--- src/rtl/sad_min_tracker.sv ---
// sad_min_tracker: reduces per-column partial SADs from the absolute-difference
// array to one full SAD per candidate, then tracks the frame minimum and its
// candidate index over NUM_BATCHES beats. A one-cycle done pulse presents the
// result.
//
// Optional feature macro: SAD_SATURATE_EN
//   defined   - per-candidate sums above 2^SAD_BIT_WIDTH-1 clamp to all ones
//   undefined - per-candidate sums wrap to SAD_BIT_WIDTH LSBs
//
// state | meaning
// IDLE  | waiting for start; beats are ignored
// RUN   | accepting beats until beat NUM_BATCHES-1
// DRAIN | letting the S1/S2 pipeline empty (2 cycles)
// DONE  | latch running min into best_*; done pulses on the next cycle
module sad_min_tracker #(
  parameter int PIXELS_IN_BATCH = 16,
  parameter int EDGE_LEN        = 8,
  parameter int PSAD_BIT_WIDTH  = 11,
  parameter int SAD_BIT_WIDTH   = PSAD_BIT_WIDTH + $clog2(EDGE_LEN),
  parameter int NUM_BATCHES     = 16,
  parameter int INDEX_BIT_WIDTH = 8
) (
  input  logic                                              clk,
  input  logic                                              rst,
  input  logic                                              start,
  input  logic                                              psad_valid,
  input  logic [PSAD_BIT_WIDTH*EDGE_LEN*PIXELS_IN_BATCH-1:0] psad_addend_batch,
  output logic                                              busy,
  output logic                                              done,
  output logic [SAD_BIT_WIDTH-1:0]                          best_sad,
  output logic [INDEX_BIT_WIDTH-1:0]                        best_index
);

  localparam int BEAT_W = (NUM_BATCHES > 1) ? $clog2(NUM_BATCHES) : 1;
  localparam logic [BEAT_W-1:0] LAST_BEAT = BEAT_W'(NUM_BATCHES - 1);

`ifdef SAD_SATURATE_EN
  // Wide enough to hold the true sum plus at least one bit above SAD width,
  // so overflow is always visible to the clamp.
  localparam int FULL_W = PSAD_BIT_WIDTH + $clog2(EDGE_LEN + 1);
  localparam int ACC_W  = (FULL_W > SAD_BIT_WIDTH) ? FULL_W : SAD_BIT_WIDTH + 1;
  localparam logic [ACC_W-1:0] SAD_MAX =
    {{(ACC_W-SAD_BIT_WIDTH){1'b0}}, {SAD_BIT_WIDTH{1'b1}}};
`else
  // Wrapping sum: accumulating modulo 2^SAD_BIT_WIDTH gives the LSBs directly.
  localparam int ACC_W = SAD_BIT_WIDTH;
`endif

  typedef enum logic [1:0] {IDLE, RUN, DRAIN, DONE} state_t;

  state_t                     state;
  logic [BEAT_W-1:0]          beat_cnt;
  logic                       beat_ok;

  logic [ACC_W-1:0]           acc      [PIXELS_IN_BATCH];
  logic [SAD_BIT_WIDTH-1:0]   cand_sum [PIXELS_IN_BATCH];

  logic                       s1_valid;
  logic [SAD_BIT_WIDTH-1:0]   s1_sum   [PIXELS_IN_BATCH];
  logic [BEAT_W-1:0]          s1_beat;

  logic [SAD_BIT_WIDTH-1:0]   min_sad;
  logic [INDEX_BIT_WIDTH-1:0] min_p;
  logic [INDEX_BIT_WIDTH-1:0] min_idx;

  logic                       s2_valid;
  logic [SAD_BIT_WIDTH-1:0]   s2_sad;
  logic [INDEX_BIT_WIDTH-1:0] s2_idx;

  logic [SAD_BIT_WIDTH-1:0]   run_sad;
  logic [INDEX_BIT_WIDTH-1:0] run_idx;

  assign beat_ok = (state == RUN) && psad_valid;

  // S1 combinational: sum the EDGE_LEN column partials of each candidate.
  always_comb begin
    for (int p = 0; p < PIXELS_IN_BATCH; p++) begin
      acc[p] = '0;
      for (int c = 0; c < EDGE_LEN; c++)
        acc[p] = acc[p] + ACC_W'(psad_addend_batch[(c*PIXELS_IN_BATCH+p)*PSAD_BIT_WIDTH +: PSAD_BIT_WIDTH]);
`ifdef SAD_SATURATE_EN
      cand_sum[p] = (acc[p] > SAD_MAX) ? {SAD_BIT_WIDTH{1'b1}} : acc[p][SAD_BIT_WIDTH-1:0];
`else
      cand_sum[p] = acc[p];
`endif
    end
  end

  // S2 combinational: per-beat minimum; strict compare keeps the lowest p on ties.
  always_comb begin
    min_sad = s1_sum[0];
    min_p   = '0;
    for (int p = 1; p < PIXELS_IN_BATCH; p++) begin
      if (s1_sum[p] < min_sad) begin
        min_sad = s1_sum[p];
        min_p   = INDEX_BIT_WIDTH'(p);
      end
    end
    min_idx = INDEX_BIT_WIDTH'(s1_beat) * INDEX_BIT_WIDTH'(PIXELS_IN_BATCH) + min_p;
  end

  // Pipeline data registers; qualified by s1_valid/s2_valid so no reset needed.
  always_ff @(posedge clk) begin
    s1_sum  <= cand_sum;
    s1_beat <= beat_cnt;
    s2_sad  <= min_sad;
    s2_idx  <= min_idx;
  end

  // Control FSM, pipeline valids, running minimum and registered outputs.
  always_ff @(posedge clk) begin
    if (rst) begin
      state      <= IDLE;
      busy       <= 1'b0;
      done       <= 1'b0;
      best_sad   <= '0;
      best_index <= '0;
      beat_cnt   <= '0;
      s1_valid   <= 1'b0;
      s2_valid   <= 1'b0;
      run_sad    <= '0;
      run_idx    <= '0;
    end else begin
      done     <= 1'b0;
      s1_valid <= beat_ok;
      s2_valid <= s1_valid;
      if (s2_valid && (s2_sad < run_sad)) begin
        run_sad <= s2_sad;
        run_idx <= s2_idx;
      end
      case (state)
        IDLE: begin
          if (start) begin
            state    <= RUN;
            busy     <= 1'b1;
            beat_cnt <= '0;
            run_sad  <= '1;
            run_idx  <= '0;
          end
        end
        RUN: begin
          if (psad_valid) begin
            beat_cnt <= beat_cnt + 1'b1;
            if (beat_cnt == LAST_BEAT) state <= DRAIN;
          end
        end
        DRAIN: begin
          // S2 empties on the same edge that S1 is seen empty here.
          if (!s1_valid) state <= DONE;
        end
        DONE: begin
          done       <= 1'b1;
          busy       <= 1'b0;
          best_sad   <= run_sad;
          best_index <= run_idx;
          state      <= IDLE;
        end
        default: state <= IDLE;
      endcase
    end
  end

endmodule

--- config.mk ---
export PLATFORM = sky130hd
export DESIGN_NAME = sad_min_tracker
export DESIGN_NICKNAME = d
export VERILOG_FILES = /design/src/rtl/sad_min_tracker.sv
export SDC_FILE = /design/constraint.sdc
export NUM_CORES = 2
export LEC_CHECK = 0
export BUFFER_PORTS_ARGS = -buffer_cell sky130_fd_sc_hd__buf_2
export CAP_MARGIN = 30
export CORE_AREA = 2 2 552 554
export CTS_CLUSTER_DIAMETER = 50
export CTS_CLUSTER_SIZE = 24
export DETAILED_ROUTE_END_ITERATION = 6
export DIE_AREA = 0 0 554 556
export PLACE_DENSITY = 0.34
export SLEW_MARGIN = 20
export SYNTH_ARGS = -nofsm -noshare
export SYNTH_HDL_FRONTEND = slang
export SYNTH_SLANG_ARGS = --single-unit
--- constraint.sdc ---
create_clock -name clk -period 29.2 [get_ports clk]
set_input_delay 4.38 -clock clk [delete_from_list [all_inputs] [get_ports clk]]
set_output_delay 4.38 -clock clk [all_outputs]
set_load 0.01 [all_outputs]
==> results.py <==
metrics = {
    "outcome": {
        "status": "finished, final reports clean",
    },
    "synthesis": {
        "synth.area.top_cells": "fa_1, inv_1, dfxtp_1, ha_1, a21oi_1",
        "syn_area_per_cell_sq_um": 9.85,
        "ys_types": 128,
        "ys.warnings.count": 0,
        "synth_nets": 7812,
        "ys_seq_elements": 304,
        "yosys.area.top_type": "fa_1",
        "yosys-top-cells-count": "inv_1, fa_1, ha_1",
        "yosysMostFrequentCell": "inv_1",
        "ys_seq_area_share_pct": 12.5,
        "synth_area_sq_um": 48900,
        "synth_top_area_share_pct": 42.6,
        "synth-edff-count": 0,
        "synthArstFlopShare_pct": 0,
        "synth_flop_cell": "dfxtp_1",
        "syn_inst": 4959,
    },
    "route": {
        "detailroute.via_count": 40006,
        "firstDrtPassIters": 5,
        "wirelength_mm": 240,
        "wl_per_cell_microns": 22.1,
        "via_per_inst": 3.67,
        "ant_nets": 0,
        "drt_iter0_markers": 1481,
        "post-route-drc-count": 0,
    },
    "clock_network": {
        "htreeDepth": 3,
        "cts_buffer_depth": 3,
        "cts_tree": "built",
        "clkTransAtPathRegs_ns": 0.06,
        "cts.sinks": 304,
        "hold_buffers": 0,
        "worst_skew_pair.late_latency_ns": 0.69,
        "cts_buffers": 69,
        "clockRootBuffer": "clkbuf_16",
    },
    "sta": {
        "hold_slack_ns": 0.326,
        "skew_ns": 0.0510,
        "setup_violations": 0,
        "setup_slack_ns": 1.10,
        "grt_setup_unrepaired": "true",
        "final_hold_viol_count": 0,
        "max-slew-margin-rel_pct": 38.1,
        "worst_pin_slew_ns": 0.927,
        "fmax_mhz": 35.6,
        "min_period_ns": 28.10,
        "slew_violations": 0,
        "min_period_over_period_pct": 96.2,
    },
    "placed_design": {
        "dp_hpwl_mm": 226,
        "dp_slack_ns": -0.785,
        "io_buffers": 1435,
        "gp_congestion": 0.933,
        "placed_cell_area_sq_um": 63400,
    },
    "critical_path": {
        "crit_path_top_delay_cell": "or4_1",
        "critPathMaxStageDelay_ns": 0.53,
        "r2r-end": "s2_sad[9]",
        "cp_common_cell": "a21oi_2",
        "critical_path_buf_inv_count": 25,
        "cp-end-kind": "flip-flop",
        "r2r_cells": 172,
        "crit_required_ns": 29.77,
        "path_delay_family": "compound AO/OA/AOI/OAI gates",
        "crit_path_start_kind": "flip-flop",
        "crit_path_start": "s1_sum[217]",
        "endpoint": "s2_sad[9]",
        "path_depth": 172,
        "r2r_slack_ns": 1.10,
        "crit_arrival_ns": 28.67,
        "path_class": "reg -> reg",
        "path_max_fanout": 8,
        "r2r_start": "s1_sum[217]",
    },
    "job": {
        "drv_cap": 0,
    },
    "final_layout": {
        "fin_area_sq_um": 68600,
        "drive_gt1_share_pct": 35.2,
        "fillers": 33323,
        "register_area_sq_um": 6090,
        "syn_to_final_growth_pct": 40.3,
        "fin_nets": 9677,
        "multi_input_area_sq_um": 38200,
    },
    "floorplanning": {
        "io_pins": 1436,
        "start_util_pct": 16.2,
        "die_area_sq_um": 308000,
        "die_y_microns": 556,
        "chipWidth_microns": 554,
        "core_sq_um": 302000,
        "rows": 202,
    },
    "grt": {
        "grt_start_max_net_pins": 47,
        "track_usage_pct": 15.3,
        "grt_pass1_vias": 44387,
        "grt_overflow": 0,
        "antenna_found_initial": 203,
        "grt_pass1_wl_mm": 330,
    },
    "hold_path": {
        "min_path_type": "reg -> reg",
        "hp-start": "s1_beat[3]",
    },
}
==> stage by stage <==
stage,util (%),setup TNS [ns],instances
2_1_floorplan,-,0,4959
4_1_cts,21.9,0,10795
3_3_place_gp,21.0,-0.122,10656
5_1_grt,22.7,-6.74,10871
3_5_place_dp,21.0,-13.58,10657
6_report,22.7,0,10902
==> placed cells by master, fill, tap and decap left out, drive strengths merged, types with 14 or more instances in the layout <==
cell	netlist	routed
a211oi	28	28
a21o	62	63
a21oi	257	258
a31oi	17	17
buf	25	1839
clkbuf	27	82
dfxtp	304	304
diode	0	43
fa	1040	1040
ha	401	401
inv	1650	1667
mux2	68	68
mux2i	102	102
nand2	108	109
nand2b	36	36
nand3	30	30
nand4	16	16
nor2	163	164
nor2b	32	32
nor3	22	22
o21ai	128	129
o21bai	77	77
or2	14	14
xnor2	115	115
xor2	54	54
==> kinds of logic (layout without fill, tap and decap cells) <==
family          Yosys count  after routing  share of synthesized area [%]
fa+ha+maj              1443           1443                           52.9
compound gates          695            698                           9.48
mux                     170            170                           3.78
buf+inv                1703           3620                           13.4
flops                   304            304                           12.5
xor+xnor                169            169                           3.07
other cells               0             43                              0
simple gates            475            477                           4.89
==> what timing repair did <==
item,4_1_cts,5_1_grt
endpoints found under the setup margin,18,18
resized for setup,27,405
cloned,3,8
pin swaps,14,160
setup buffers,7,59
==> per-layer routing <==
layer / vias up / GRT usage, % / routed length (microns)
met5: - / 0 / 327
li1: 18753 / - / -
met3: 383 / 3.18 / 13100
met4: 50 / 2.22 / 5260
met1: 19600 / 20.9 / 110000
met2: 1220 / 25.2 / 111000
==> sequential cells by signal, summed over array words and instances (netlist names) <==
| signal | cells |
|---|---|
| run_idx | 8 |
| s1_sum | 224 |
| s2_valid | 1 |
| s1_valid | 1 |
| run_sad | 14 |
| s1_beat | 4 |
| busy | 1 |
| best_sad | 14 |
| s2_sad | 14 |
| beat_cnt | 4 |
| best_index | 8 |
| state | 2 |
| done | 1 |
| s2_idx | 8 |
==> how the worst min path moves through the flow <==
stage / endpoint / slack (ns) / depth (start not counted)
after floorplan: s2_idx[4] / 0.31 / 0
after global placement: s2_idx[7] / 0.31 / 0
after detailed placement: s2_idx[6] / 0.31 / 0
after CTS: s2_idx[6] / 0.33 / 0
after global routing: s2_idx[6] / 0.33 / 0
final: s2_idx[7] / 0.33 / 0
==> layout make-up <==
cell class | count | area share, %
antenna | 43 | 0.157
clock buffer | 79 | 2.65
clock inverter | 49 | 1.07
inverter | 1650 | 9.06
multi-input combinational | 2957 | 55.7
sequential | 304 | 8.89
tap | 3978 | 7.26
timing repair buffer | 1842 | 15.2
Power is not shown: default switching activity piles up to over one toggle a cycle in this logic, so the estimate is an artifact.
